File: src/rtl/wbm_pkg.sv
// wbm_pkg: shared state type, default widths and statistics counter width for the Wishbone command initiator
package wbm_pkg;
   typedef enum logic [1:0] {IDLE, BUS, RSP} state_e;
   localparam int DEF_ADR_W = 32;
   localparam int DEF_DAT_W = 32;
   localparam int STAT_W = 16;
endpackage

File: src/rtl/wbm_cmd_initiator_if.sv
// wbm_cmd_initiator_if: command, response and Wishbone master signals; master = initiator view, slave = environment view
interface wbm_cmd_initiator_if
   import wbm_pkg::*;
#(
   parameter int ADR_W = DEF_ADR_W,
   parameter int DAT_W = DEF_DAT_W
);
   logic               cmd_valid_i;
   logic               cmd_ready_o;
   logic               cmd_we_i;
   logic [ADR_W-1:0]   cmd_adr_i;
   logic [DAT_W-1:0]   cmd_dat_i;
   logic [DAT_W/8-1:0] cmd_sel_i;
   logic               rsp_valid_o;
   logic               rsp_ready_i;
   logic [DAT_W-1:0]   rsp_dat_o;
   logic               rsp_err_o;
   logic               wbm_cyc_o;
   logic               wbm_stb_o;
   logic               wbm_we_o;
   logic [ADR_W-1:0]   wbm_adr_o;
   logic [DAT_W-1:0]   wbm_dat_o;
   logic [DAT_W/8-1:0] wbm_sel_o;
   logic [DAT_W-1:0]   wbm_dat_i;
   logic               wbm_ack_i;
   modport master (
      input  cmd_valid_i, cmd_we_i, cmd_adr_i, cmd_dat_i, cmd_sel_i, rsp_ready_i, wbm_dat_i, wbm_ack_i,
      output cmd_ready_o, rsp_valid_o, rsp_dat_o, rsp_err_o,
             wbm_cyc_o, wbm_stb_o, wbm_we_o, wbm_adr_o, wbm_dat_o, wbm_sel_o
   );
   modport slave (
      output cmd_valid_i, cmd_we_i, cmd_adr_i, cmd_dat_i, cmd_sel_i, rsp_ready_i, wbm_dat_i, wbm_ack_i,
      input  cmd_ready_o, rsp_valid_o, rsp_dat_o, rsp_err_o,
             wbm_cyc_o, wbm_stb_o, wbm_we_o, wbm_adr_o, wbm_dat_o, wbm_sel_o
   );
endinterface

File: src/rtl/wbm_timeout_cnt.sv
// wbm_timeout_cnt: counts cycles while run_i is high; expired_o pulses on the last allowed cycle, never when TIMEOUT_CYC = 0
module wbm_timeout_cnt #(
   parameter int TIMEOUT_CYC = 16
) (
   input  logic clk,
   input  logic run_i,
   input  logic clear_i,
   output logic expired_o
);
   localparam int W = TIMEOUT_CYC > 0 ? $clog2(TIMEOUT_CYC + 1) : 1;
   localparam logic [W-1:0] LAST = W'(TIMEOUT_CYC > 0 ? TIMEOUT_CYC - 1 : 0);
   logic [W-1:0] cnt_q;
   always_ff @(posedge clk) cnt_q <= clear_i ? '0 : run_i ? cnt_q + 1'b1 : cnt_q;
   assign expired_o = (TIMEOUT_CYC != 0) && run_i && cnt_q == LAST;
endmodule

File: src/rtl/wbm_cmd_initiator.sv
// wbm_cmd_initiator: one guarded Wishbone classic cycle per command, result returned over a valid/ready response port.
// Optional hit/error statistics counters are enabled by defining WBM_CMD_INITIATOR_STATS_EN.
module wbm_cmd_initiator
   import wbm_pkg::*;
#(
   parameter int ADR_W = DEF_ADR_W,
   parameter int DAT_W = DEF_DAT_W,
   parameter int TIMEOUT_CYC = 16
) (
   input logic wb_clk_i,
   input logic wb_rst_ni,
   input logic active_i,
   wbm_cmd_initiator_if.master bus
`ifdef WBM_CMD_INITIATOR_STATS_EN
   ,
   input  logic              stat_clr_i,
   output logic [STAT_W-1:0] stat_ack_cnt_o,
   output logic [STAT_W-1:0] stat_err_cnt_o
`endif
);
   state_e             state_q;
   logic               cmd_ready_q, rsp_valid_q, rsp_err_q, cyc_q, we_q;
   logic [DAT_W-1:0]   rsp_dat_q, dat_q;
   logic [ADR_W-1:0]   adr_q;
   logic [DAT_W/8-1:0] sel_q;
   logic               in_bus, expired, bus_ack, bus_err;
   assign in_bus  = state_q == BUS;
   assign bus_ack = in_bus && bus.wbm_ack_i;
   // ack wins over a simultaneous timeout or abort
   assign bus_err = in_bus && !bus.wbm_ack_i && (expired || !active_i);
   wbm_timeout_cnt #(.TIMEOUT_CYC(TIMEOUT_CYC)) u_tmo (
      .clk(wb_clk_i), .run_i(in_bus), .clear_i(!in_bus), .expired_o(expired)
   );
   always_ff @(posedge wb_clk_i) begin
      if (!wb_rst_ni) begin
         state_q     <= IDLE;
         cmd_ready_q <= 1'b0;
         rsp_valid_q <= 1'b0;
         rsp_err_q   <= 1'b0;
         rsp_dat_q   <= '0;
         cyc_q       <= 1'b0;
         we_q        <= 1'b0;
         adr_q       <= '0;
         dat_q       <= '0;
         sel_q       <= '0;
      end else begin
         case (state_q)
            IDLE: begin
               cmd_ready_q <= active_i;
               if (bus.cmd_valid_i && cmd_ready_q) begin
                  state_q     <= BUS;
                  cmd_ready_q <= 1'b0;
                  cyc_q       <= 1'b1;
                  we_q        <= bus.cmd_we_i;
                  adr_q       <= bus.cmd_adr_i;
                  dat_q       <= bus.cmd_dat_i;
                  sel_q       <= bus.cmd_sel_i;
               end
            end
            BUS: if (bus_ack || bus_err) begin
               state_q     <= RSP;
               cyc_q       <= 1'b0;
               rsp_valid_q <= 1'b1;
               rsp_err_q   <= bus_err;
               rsp_dat_q   <= bus_ack && !we_q ? bus.wbm_dat_i : '0;
            end
            default: if (bus.rsp_ready_i) begin
               state_q     <= IDLE;
               rsp_valid_q <= 1'b0;
               cmd_ready_q <= active_i;
            end
         endcase
      end
   end
   assign bus.cmd_ready_o = cmd_ready_q;
   assign bus.rsp_valid_o = rsp_valid_q;
   assign bus.rsp_dat_o   = rsp_dat_q;
   assign bus.rsp_err_o   = rsp_err_q;
   assign bus.wbm_cyc_o   = cyc_q;
   assign bus.wbm_stb_o   = cyc_q;
   assign bus.wbm_we_o    = we_q;
   assign bus.wbm_adr_o   = adr_q;
   assign bus.wbm_dat_o   = dat_q;
   assign bus.wbm_sel_o   = sel_q;
`ifdef WBM_CMD_INITIATOR_STATS_EN
   logic [STAT_W-1:0] ack_cnt_q, err_cnt_q;
   always_ff @(posedge wb_clk_i) begin
      if (!wb_rst_ni || stat_clr_i) begin
         ack_cnt_q <= '0;
         err_cnt_q <= '0;
      end else begin
         if (bus_ack && ack_cnt_q != '1) ack_cnt_q <= ack_cnt_q + 1'b1;
         if (bus_err && err_cnt_q != '1) err_cnt_q <= err_cnt_q + 1'b1;
      end
   end
   assign stat_ack_cnt_o = ack_cnt_q;
   assign stat_err_cnt_o = err_cnt_q;
`endif
endmodule

File: src/flat_wrapper.sv
// flat-port wrapper written by rule: the top's interface ports become plain ports
module wbm_cmd_initiator_flat import wbm_pkg::*;
#(
   parameter int ADR_W = DEF_ADR_W,
   parameter int DAT_W = DEF_DAT_W,
   parameter int TIMEOUT_CYC = 16
)
  (wb_clk_i, wb_rst_ni, active_i, bus_cmd_valid_i, bus_cmd_we_i, bus_cmd_adr_i, bus_cmd_dat_i, bus_cmd_sel_i, bus_rsp_ready_i, bus_wbm_dat_i, bus_wbm_ack_i, bus_cmd_ready_o, bus_rsp_valid_o, bus_rsp_dat_o, bus_rsp_err_o, bus_wbm_cyc_o, bus_wbm_stb_o, bus_wbm_we_o, bus_wbm_adr_o, bus_wbm_dat_o, bus_wbm_sel_o);
  wbm_cmd_initiator_if #(.ADR_W(ADR_W), .DAT_W(DAT_W)) bus_i ();
  input logic wb_clk_i;
  input logic wb_rst_ni;
  input logic active_i;
  input wire logic [$bits(bus_i.cmd_valid_i)-1:0] bus_cmd_valid_i;
  input wire logic [$bits(bus_i.cmd_we_i)-1:0] bus_cmd_we_i;
  input wire logic [$bits(bus_i.cmd_adr_i)-1:0] bus_cmd_adr_i;
  input wire logic [$bits(bus_i.cmd_dat_i)-1:0] bus_cmd_dat_i;
  input wire logic [$bits(bus_i.cmd_sel_i)-1:0] bus_cmd_sel_i;
  input wire logic [$bits(bus_i.rsp_ready_i)-1:0] bus_rsp_ready_i;
  input wire logic [$bits(bus_i.wbm_dat_i)-1:0] bus_wbm_dat_i;
  input wire logic [$bits(bus_i.wbm_ack_i)-1:0] bus_wbm_ack_i;
  output wire logic [$bits(bus_i.cmd_ready_o)-1:0] bus_cmd_ready_o;
  output wire logic [$bits(bus_i.rsp_valid_o)-1:0] bus_rsp_valid_o;
  output wire logic [$bits(bus_i.rsp_dat_o)-1:0] bus_rsp_dat_o;
  output wire logic [$bits(bus_i.rsp_err_o)-1:0] bus_rsp_err_o;
  output wire logic [$bits(bus_i.wbm_cyc_o)-1:0] bus_wbm_cyc_o;
  output wire logic [$bits(bus_i.wbm_stb_o)-1:0] bus_wbm_stb_o;
  output wire logic [$bits(bus_i.wbm_we_o)-1:0] bus_wbm_we_o;
  output wire logic [$bits(bus_i.wbm_adr_o)-1:0] bus_wbm_adr_o;
  output wire logic [$bits(bus_i.wbm_dat_o)-1:0] bus_wbm_dat_o;
  output wire logic [$bits(bus_i.wbm_sel_o)-1:0] bus_wbm_sel_o;
  assign bus_i.cmd_valid_i = bus_cmd_valid_i;
  assign bus_i.cmd_we_i = bus_cmd_we_i;
  assign bus_i.cmd_adr_i = bus_cmd_adr_i;
  assign bus_i.cmd_dat_i = bus_cmd_dat_i;
  assign bus_i.cmd_sel_i = bus_cmd_sel_i;
  assign bus_i.rsp_ready_i = bus_rsp_ready_i;
  assign bus_i.wbm_dat_i = bus_wbm_dat_i;
  assign bus_i.wbm_ack_i = bus_wbm_ack_i;
  assign bus_cmd_ready_o = bus_i.cmd_ready_o;
  assign bus_rsp_valid_o = bus_i.rsp_valid_o;
  assign bus_rsp_dat_o = bus_i.rsp_dat_o;
  assign bus_rsp_err_o = bus_i.rsp_err_o;
  assign bus_wbm_cyc_o = bus_i.wbm_cyc_o;
  assign bus_wbm_stb_o = bus_i.wbm_stb_o;
  assign bus_wbm_we_o = bus_i.wbm_we_o;
  assign bus_wbm_adr_o = bus_i.wbm_adr_o;
  assign bus_wbm_dat_o = bus_i.wbm_dat_o;
  assign bus_wbm_sel_o = bus_i.wbm_sel_o;
  wbm_cmd_initiator #(.ADR_W(ADR_W), .DAT_W(DAT_W), .TIMEOUT_CYC(TIMEOUT_CYC)) u_core (.wb_clk_i(wb_clk_i), .wb_rst_ni(wb_rst_ni), .active_i(active_i), .bus(bus_i));
endmodule
File: config.mk
export PLATFORM = sky130hd
export DESIGN_NAME = wbm_cmd_initiator_flat
export DESIGN_NICKNAME = d
export VERILOG_FILES = /design/src/rtl/wbm_pkg.sv /design/src/rtl/wbm_cmd_initiator_if.sv /design/src/rtl/wbm_timeout_cnt.sv /design/src/rtl/wbm_cmd_initiator.sv /design/src/flat_wrapper.sv
export SDC_FILE = /design/constraint.sdc
export NUM_CORES = 1
export LEC_CHECK = 0
export CAP_MARGIN = 40
export CELL_PAD_IN_SITES_DETAIL_PLACEMENT = 0
export CELL_PAD_IN_SITES_GLOBAL_PLACEMENT = 1
export CORE_MARGIN = 2
export CORE_UTILIZATION = 24
export CTS_CLUSTER_DIAMETER = 120
export DETAILED_ROUTE_END_ITERATION = 10
export PLACE_DENSITY = 0.79
export SLEW_MARGIN = 25
export SYNTH_ARGS = -nofsm -noshare
export SYNTH_HDL_FRONTEND = slang
export SYNTH_SLANG_ARGS = --single-unit
File: constraint.sdc
create_clock -name wb_clk_i -period 1.6 [get_ports wb_clk_i]
set_clock_uncertainty 0.1 [all_clocks]
set_input_delay 0.48 -clock wb_clk_i [delete_from_list [all_inputs] [get_ports wb_clk_i]]
set_output_delay 0.48 -clock wb_clk_i [all_outputs]
set_load 0.05 [all_outputs]
Yosys cells after proc, flatten, opt, wreduce, memory -nomap -nowiden --
Cells that the tools add are included.
Cells by class: add/subtract/negate cells 1, eq/ne operators 4, mux-type cells 14, bitwise logic cells 2, reduce and logical (&&, ||, !) cells 22
Operators by type and width (number):
- two-way mux 32 bit | 1
- AND reduction 3 bit | 3
- logical AND 1 bit | 6
- two-way mux 1 bit | 6
- two-way mux 2 bit | 3
- case mux 1 bit (2 select lines) | 3
- AND reduction 2 bit | 3
- nonzero test 2 bit | 3
- adder 5 x 1 -> 5 bit, second input constant | 1
- equality test 5 x 4 -> 1 bit, second input constant | 1
- case mux 2 bit (2 select lines) | 1
- zero test 1 bit | 3
- nonzero test 3 bit | 1
- equality test 2 x 1 -> 1 bit, second input constant | 1
- zero test 2 bit | 1
- logical OR 1 bit | 2
- inequality test 2 x 1 -> 1 bit, second input constant | 1
- inequality test 2 bit, second input constant | 1
- inverter 1 bit | 2
Word-level totals: bits in registers 112, output and inout bits 106, word-level logic and storage cells 54

Depth between registers and ports, before layout --
Gate-level depths: netlist of run 1.
depth in word-level cells 7, mapped depth 7

Hierarchy --
Synthesis of run 1 repeated with hierarchy kept, for this count alone.
Unflattened totals: cell total of the unflattened synthesis 430, area total of the unflattened synthesis 3966.3 um^2
By module, submodules not included:
- wbm_cmd_initiator | times used 1, cells an instance 406, area an instance 3706.1 um^2
- wbm_timeout_cnt | times used 1, cells an instance 24, area an instance 260.2 um^2

Worst setup path before layout of run 1 --
No wires, ideal clock.
path type reg2reg, start point register u_core.u_tmo.cnt_q[0], end point register u_core.rsp_dat_q[10] (netlist: u_core.bus.rsp_dat_o[10]), setup time 60 ps, arrival time 1590 ps, slack -150 ps, stages on the path, launching flop included 8, cell sequence dfxtp_1 -> ha_1 -> and3_1 -> ha_1 -> nor3b_1 -> o21a_2 -> buf_6 -> a22o_1
Between the ends: longest elaborated chain between the ends 6
RTL lines:
- start: declaration | RTL line wbm_timeout_cnt.sv:12 | logic [W-1:0] cnt_q;
- start signal: assignment | RTL line wbm_timeout_cnt.sv:13 | always_ff @(posedge clk) cnt_q <= clear_i ? '0 : run_i ? cnt_q + 1'b1 : cnt_q;
- equality test 5 x 4 -> 1 bit | RTL line wbm_timeout_cnt.sv:14 | assign expired_o = (TIMEOUT_CYC != 0) && run_i && cnt_q == LAST;
- logical AND 1 bit | RTL line wbm_timeout_cnt.sv:14
- logical OR 1 bit | RTL line wbm_cmd_initiator.sv:30 | assign bus_err = in_bus && !bus.wbm_ack_i && (expired || !active_i);
- logical AND 1 bit | RTL line wbm_cmd_initiator.sv:30
- logical OR 1 bit | RTL line wbm_cmd_initiator.sv:60 | BUS: if (bus_ack || bus_err) begin
- AND reduction 2 bit (no source line)
- end signal: assignment | RTL line wbm_cmd_initiator.sv:65 | rsp_dat_q <= bus_ack && !we_q ? bus.wbm_dat_i : '0;
- end: declaration | RTL line wbm_cmd_initiator.sv:23 | logic [DAT_W-1:0] rsp_dat_q, dat_q;
No other way between the ends. A chain may end at the register's enable or synchronous reset.

Worst setup path after layout of run 1 --
start point register u_core.u_tmo.cnt_q[1], end point register u_core.rsp_dat_q[14] (netlist: u_core.bus.rsp_dat_o[14])
Same word-level chain as after synthesis.

==> run_results.csv, run 1 <==
group,metric,value,unit
sta,rsz0062_at_grt,"yes",
cells_and_area,finish.utilization,49.90,%
sta,setup_ws,-0.07247,ns
power_and_ir_drop,power.density,834.7,nW/um2
worst_setup_path,cp.arrival,1.86,ns
cts,cts_tree,"built",
routing,post_drt_wl_per_cell,14.62,um
worst_setup_path,worstRegToRegCells,7,
logic_synthesis,yosys.area_share.simple,16.94,%
sta,hold_slack,0.3905,ns
logic_synthesis,synth-compound-area-share,18.14,%
cells_and_area,drive_above_1_share,25.23,%
min_path,hold_end,"u_core.bus.wbm_dat_o[24]",
cells_and_area,n_antenna_cell,0,
worst_setup_path,r2r_start,"u_core.u_tmo.cnt_q[1]",
sta,maxSlewViolCount,0,
sta,tightest_slew,0.4014,ns
floorplan,ios,213,
worst_setup_path,required,1.79,ns
routing,vias_per_cell,4.350,
min_path,hold_depth,2,
cells_and_area,nFillCells,1404,
min_path,holdCritPathClass,"reg2reg",
place,gp_congestion,0.6969,
grt,antenna_found_initial,0,
cts,clk_latency,0.34,ns
logic_synthesis,synth_top_family_by_area,"compound AO/OA/AOI/OAI gates",
min_path,hp-start,"u_core.bus.wbm_dat_o[24]",
logic_synthesis,syn-instance-count,418,
cells_and_area,area_growth,104.1,%
cts,clock_sinks,112,
power_and_ir_drop,vdd_drop_max,0.4990,mV
cts,h-tree-depth,3,
routing,drtIter0Drc,73,
power_and_ir_drop,p_leak,2.921,nW
sta,post-route-min-period,1.672,ns
routing,ant_nets,0,
cells_and_area,fin_nets,746,
logic_synthesis,yosys_warnings,0,
routing,drc_errors,0,
sta,hold_viol_final,0,
floorplan,start_util,24.45,%
logic_synthesis,ys_types,31,
worst_setup_path,critPathKind,"reg2reg",
worst_setup_path,crit_fanout,7,
cts,cts-root-buf,"clkbuf_16",
floorplan,die-area,17100,um2
worst_setup_path,critPathLaunchType,"flip-flop",
routing,wl,12550,um
outcome,failed_checks,"negative setup slack",
routing,dr.pass1.iters,4,
routing,vias,3732,
worst_setup_path,critPathCaptureType,"flip-flop",
cts,numCtsBuffers,9,
sta,finalCritPeriodShare,104.5,%
worst_setup_path,r2r_slack,-0.07,ns
grt,grt_pass1_wl,18790,um
floorplan,rows,46,
grt,grt_pass1_vias,3678,
grt,overflow,0,
logic_synthesis,synthMuxAreaShare,0.2596,%
logic_synthesis,synth-seq-cells,112,
floorplan,die_y,130.8,um
cts,cts.clk_slew.worst_paths,0.07,ns
sta,slew_headroom,73.18,%
logic_synthesis,synthAdderAreaFrac,0.6489,%
floorplan,die_w,130.8,um
place,io_buffer_count,212,
sta,finalSetupViolations,35,
cts,holdBufCountCts,0,
logic_synthesis,syn-cell-area,3856,um2
place,hpwl,9297,um
worst_setup_path,r2r_end,"u_core.bus.rsp_dat_o[14]",
logic_synthesis,syn_avg_cell_area,9.225,um2
outcome,outcome,"finished, violations left",
cts,clock_path_buffers,2,
logic_synthesis,synth-edff-count,0,
logic_synthesis,synth_xor_area_share,0.4543,%
logic_synthesis,synth_nets,527,
logic_synthesis,ys_async_sr_fraction,0,%
sta,timing.fmax,597.9,MHz
logic_synthesis,synth_ff_type,"dfxtp_1",
floorplan,core,15770,um2
grt,grt_max_degree,49,
grt,grtUsageTotal,14.20,%
place,dpl_worst_slack,-0.3384,ns
logic_synthesis,ys_seq_area_share,58.14,%
job,max_cap_viol_count,0,
-- power breakdown --
group          leakage [nW]  switching [W]  internal (W)  total (W)
clock network         0.159       0.000973       0.00138    0.00236
logic                  1.85       0.000564      0.000682    0.00125
registers             0.909      0.0000914       0.00287    0.00296
-- logic make-up (layout without fill, tap and decap cells) --
group,Yosys count,in the layout
multiplexers,1,1
XOR/XNOR,2,2
AND/OR/NAND/NOR,158,158
AO/OA/AOI/OAI,111,111
flip-flops,112,112
buffers and inverters,32,256
adder cells (fa/ha/maj),2,2
-- worst max-delay path by stage --
| stage | endpoint | slack [ns] | start |
|---|---|---|---|
| final | u_core.bus.rsp_dat_o[14] | -0.07 | u_core.u_tmo.cnt_q[1] |
| after global routing | u_core.bus.rsp_dat_o[22] | -0.12 | u_core.u_tmo.cnt_q[1] |
| after CTS | u_core.bus.rsp_dat_o[22] | -0.06 | u_core.u_tmo.cnt_q[1] |
| after detailed placement | u_core.bus.wbm_adr_o[30] | -0.34 | bus_cmd_valid_i |
| after global placement | u_core.bus.wbm_adr_o[9] | -0.28 | bus_cmd_valid_i |
| after floorplan | u_core.bus.rsp_dat_o[10] | 0.009 | u_core.u_tmo.cnt_q[0] |
-- placed cells by master, fill, tap and decap left out, drive strengths merged --
| cell type | instances |
|---|---|
| and3 | 1 |
| a21oi | 71 |
| clkbuf | 17 |
| nand3b | 1 |
| a211oi | 1 |
| nor3 | 1 |
| nor3b | 1 |
| bufinv | 1 |
| nor2b | 2 |
| clkdlybuf4s50 | 106 |
| mux2i | 1 |
| a22o | 32 |
| nand4bb | 1 |
| xnor2 | 1 |
| o21a | 4 |
| nand2b | 2 |
| nand3 | 1 |
| nor2 | 6 |
| nand2 | 140 |
| and4bb | 1 |
| clkinv | 1 |
| inv | 2 |
| xor2 | 1 |
| and2 | 1 |
| a221oi | 2 |
| dfxtp | 112 |
| ha | 2 |
| buf | 129 |
| a21boi | 1 |
-- cells in the mapped netlist, types with 2 or more instances --
cell	count	area share [%]
nand2_1	140	14
dfxtp_1	112	58
a22o_1	32	7.3
buf_2	8	1.0
a221oi_1	2	0.45
o21a_1	3	0.58
buf_6	6	1.8
a21oi_1	71	9.2
nor2_1	6	0.58
buf_4	9	1.8
clkbuf_1	7	0.68
ha_1	2	0.65
nor2b_1	2	0.32
-- state kept, by name, indices dropped and copies added, names as in the netlist --
name	flops
u_core.u_tmo.cnt_q	5
u_core.bus.rsp_err_o	1
u_core.state_q	2
u_core.bus.wbm_adr_o	32
u_core.bus.wbm_dat_o	32
u_core.bus.wbm_we_o	1
u_core.bus.wbm_cyc_o	1
u_core.bus.rsp_dat_o	32
u_core.bus.rsp_valid_o	1
u_core.bus.cmd_ready_o	1
u_core.bus.wbm_sel_o	4
-- layer usage --
layer | routed length (um) | up-vias | global-route usage (%) | share of wire, %
li1 | - | 1838 | - | -
met1 | 4742 | 1768 | 15.40 | 38
met2 | 6632 | 108 | 25.18 | 53
met3 | 896 | 18 | 4.805 | 7.1
met4 | 274 | 0 | 6.258 | 2.2
met5 | 0 | - | 0 | 0
-- repair_timing --
action	CTS	global route
gates resized for setup	0	9
gates cloned	0	4
endpoints found under the setup margin	33	59
pin swaps	0	8
setup buffers	0	3
-- per-stage QoR --
stage | cells | cell area, um2 | power, W | TNS, ns
floorplan | 418 | 3894 | 0.003494 | 0
global placement | 835 | 7405 | 0.004218 | -26.58
detailed placement | 835 | 7405 | 0.004237 | -29.46
CTS | 851 | 7724 | 0.006623 | -1.448
global route | 858 | 7869 | 0.006829 | -3.666
finish | 858 | 7869 | 0.006568 | -1.586
-- worst max-delay path, cell delays in order (launching register included) --
cell	delay [ns]
dfxtp_2	0.34
ha_4	0.15
and3_4	0.15
ha_4	0.16
nor3b_4	0.20
o21a_4	0.22
clkbuf_16	0.17
a22o_1	0.13
-- cell type report --
type / count / area, um2 / share of cell area, %
multi-input combinational: 274 / 1479 / 18.79
timing repair buffer: 238 / 3546 / 45.06
tap: 216 / 270.3 / 3.435
inverter: 2 / 7.507 / 0.09540
clock buffer: 14 / 284.0 / 3.609
clock inverter: 2 / 35.03 / 0.4452
sequential: 112 / 2247 / 28.56
Note: power is estimated with default switching activity, not from simulation.
==> run 2, diff against run 1 <==
--- a/config.mk
+++ b/config.mk
@@ -5,12 +5,11 @@
 export SDC_FILE = /design/constraint.sdc
 export NUM_CORES = 1
 export LEC_CHECK = 0
-export CAP_MARGIN = 40
+export CAP_MARGIN = 10
 export CELL_PAD_IN_SITES_DETAIL_PLACEMENT = 0
 export CELL_PAD_IN_SITES_GLOBAL_PLACEMENT = 1
 export CORE_MARGIN = 2
 export CORE_UTILIZATION = 24
-export CTS_CLUSTER_DIAMETER = 120
 export DETAILED_ROUTE_END_ITERATION = 10
 export PLACE_DENSITY = 0.79
 export SLEW_MARGIN = 25
==> results of run 2 <==
No change in the layout: final DEF, timing and power equal those of run 1.
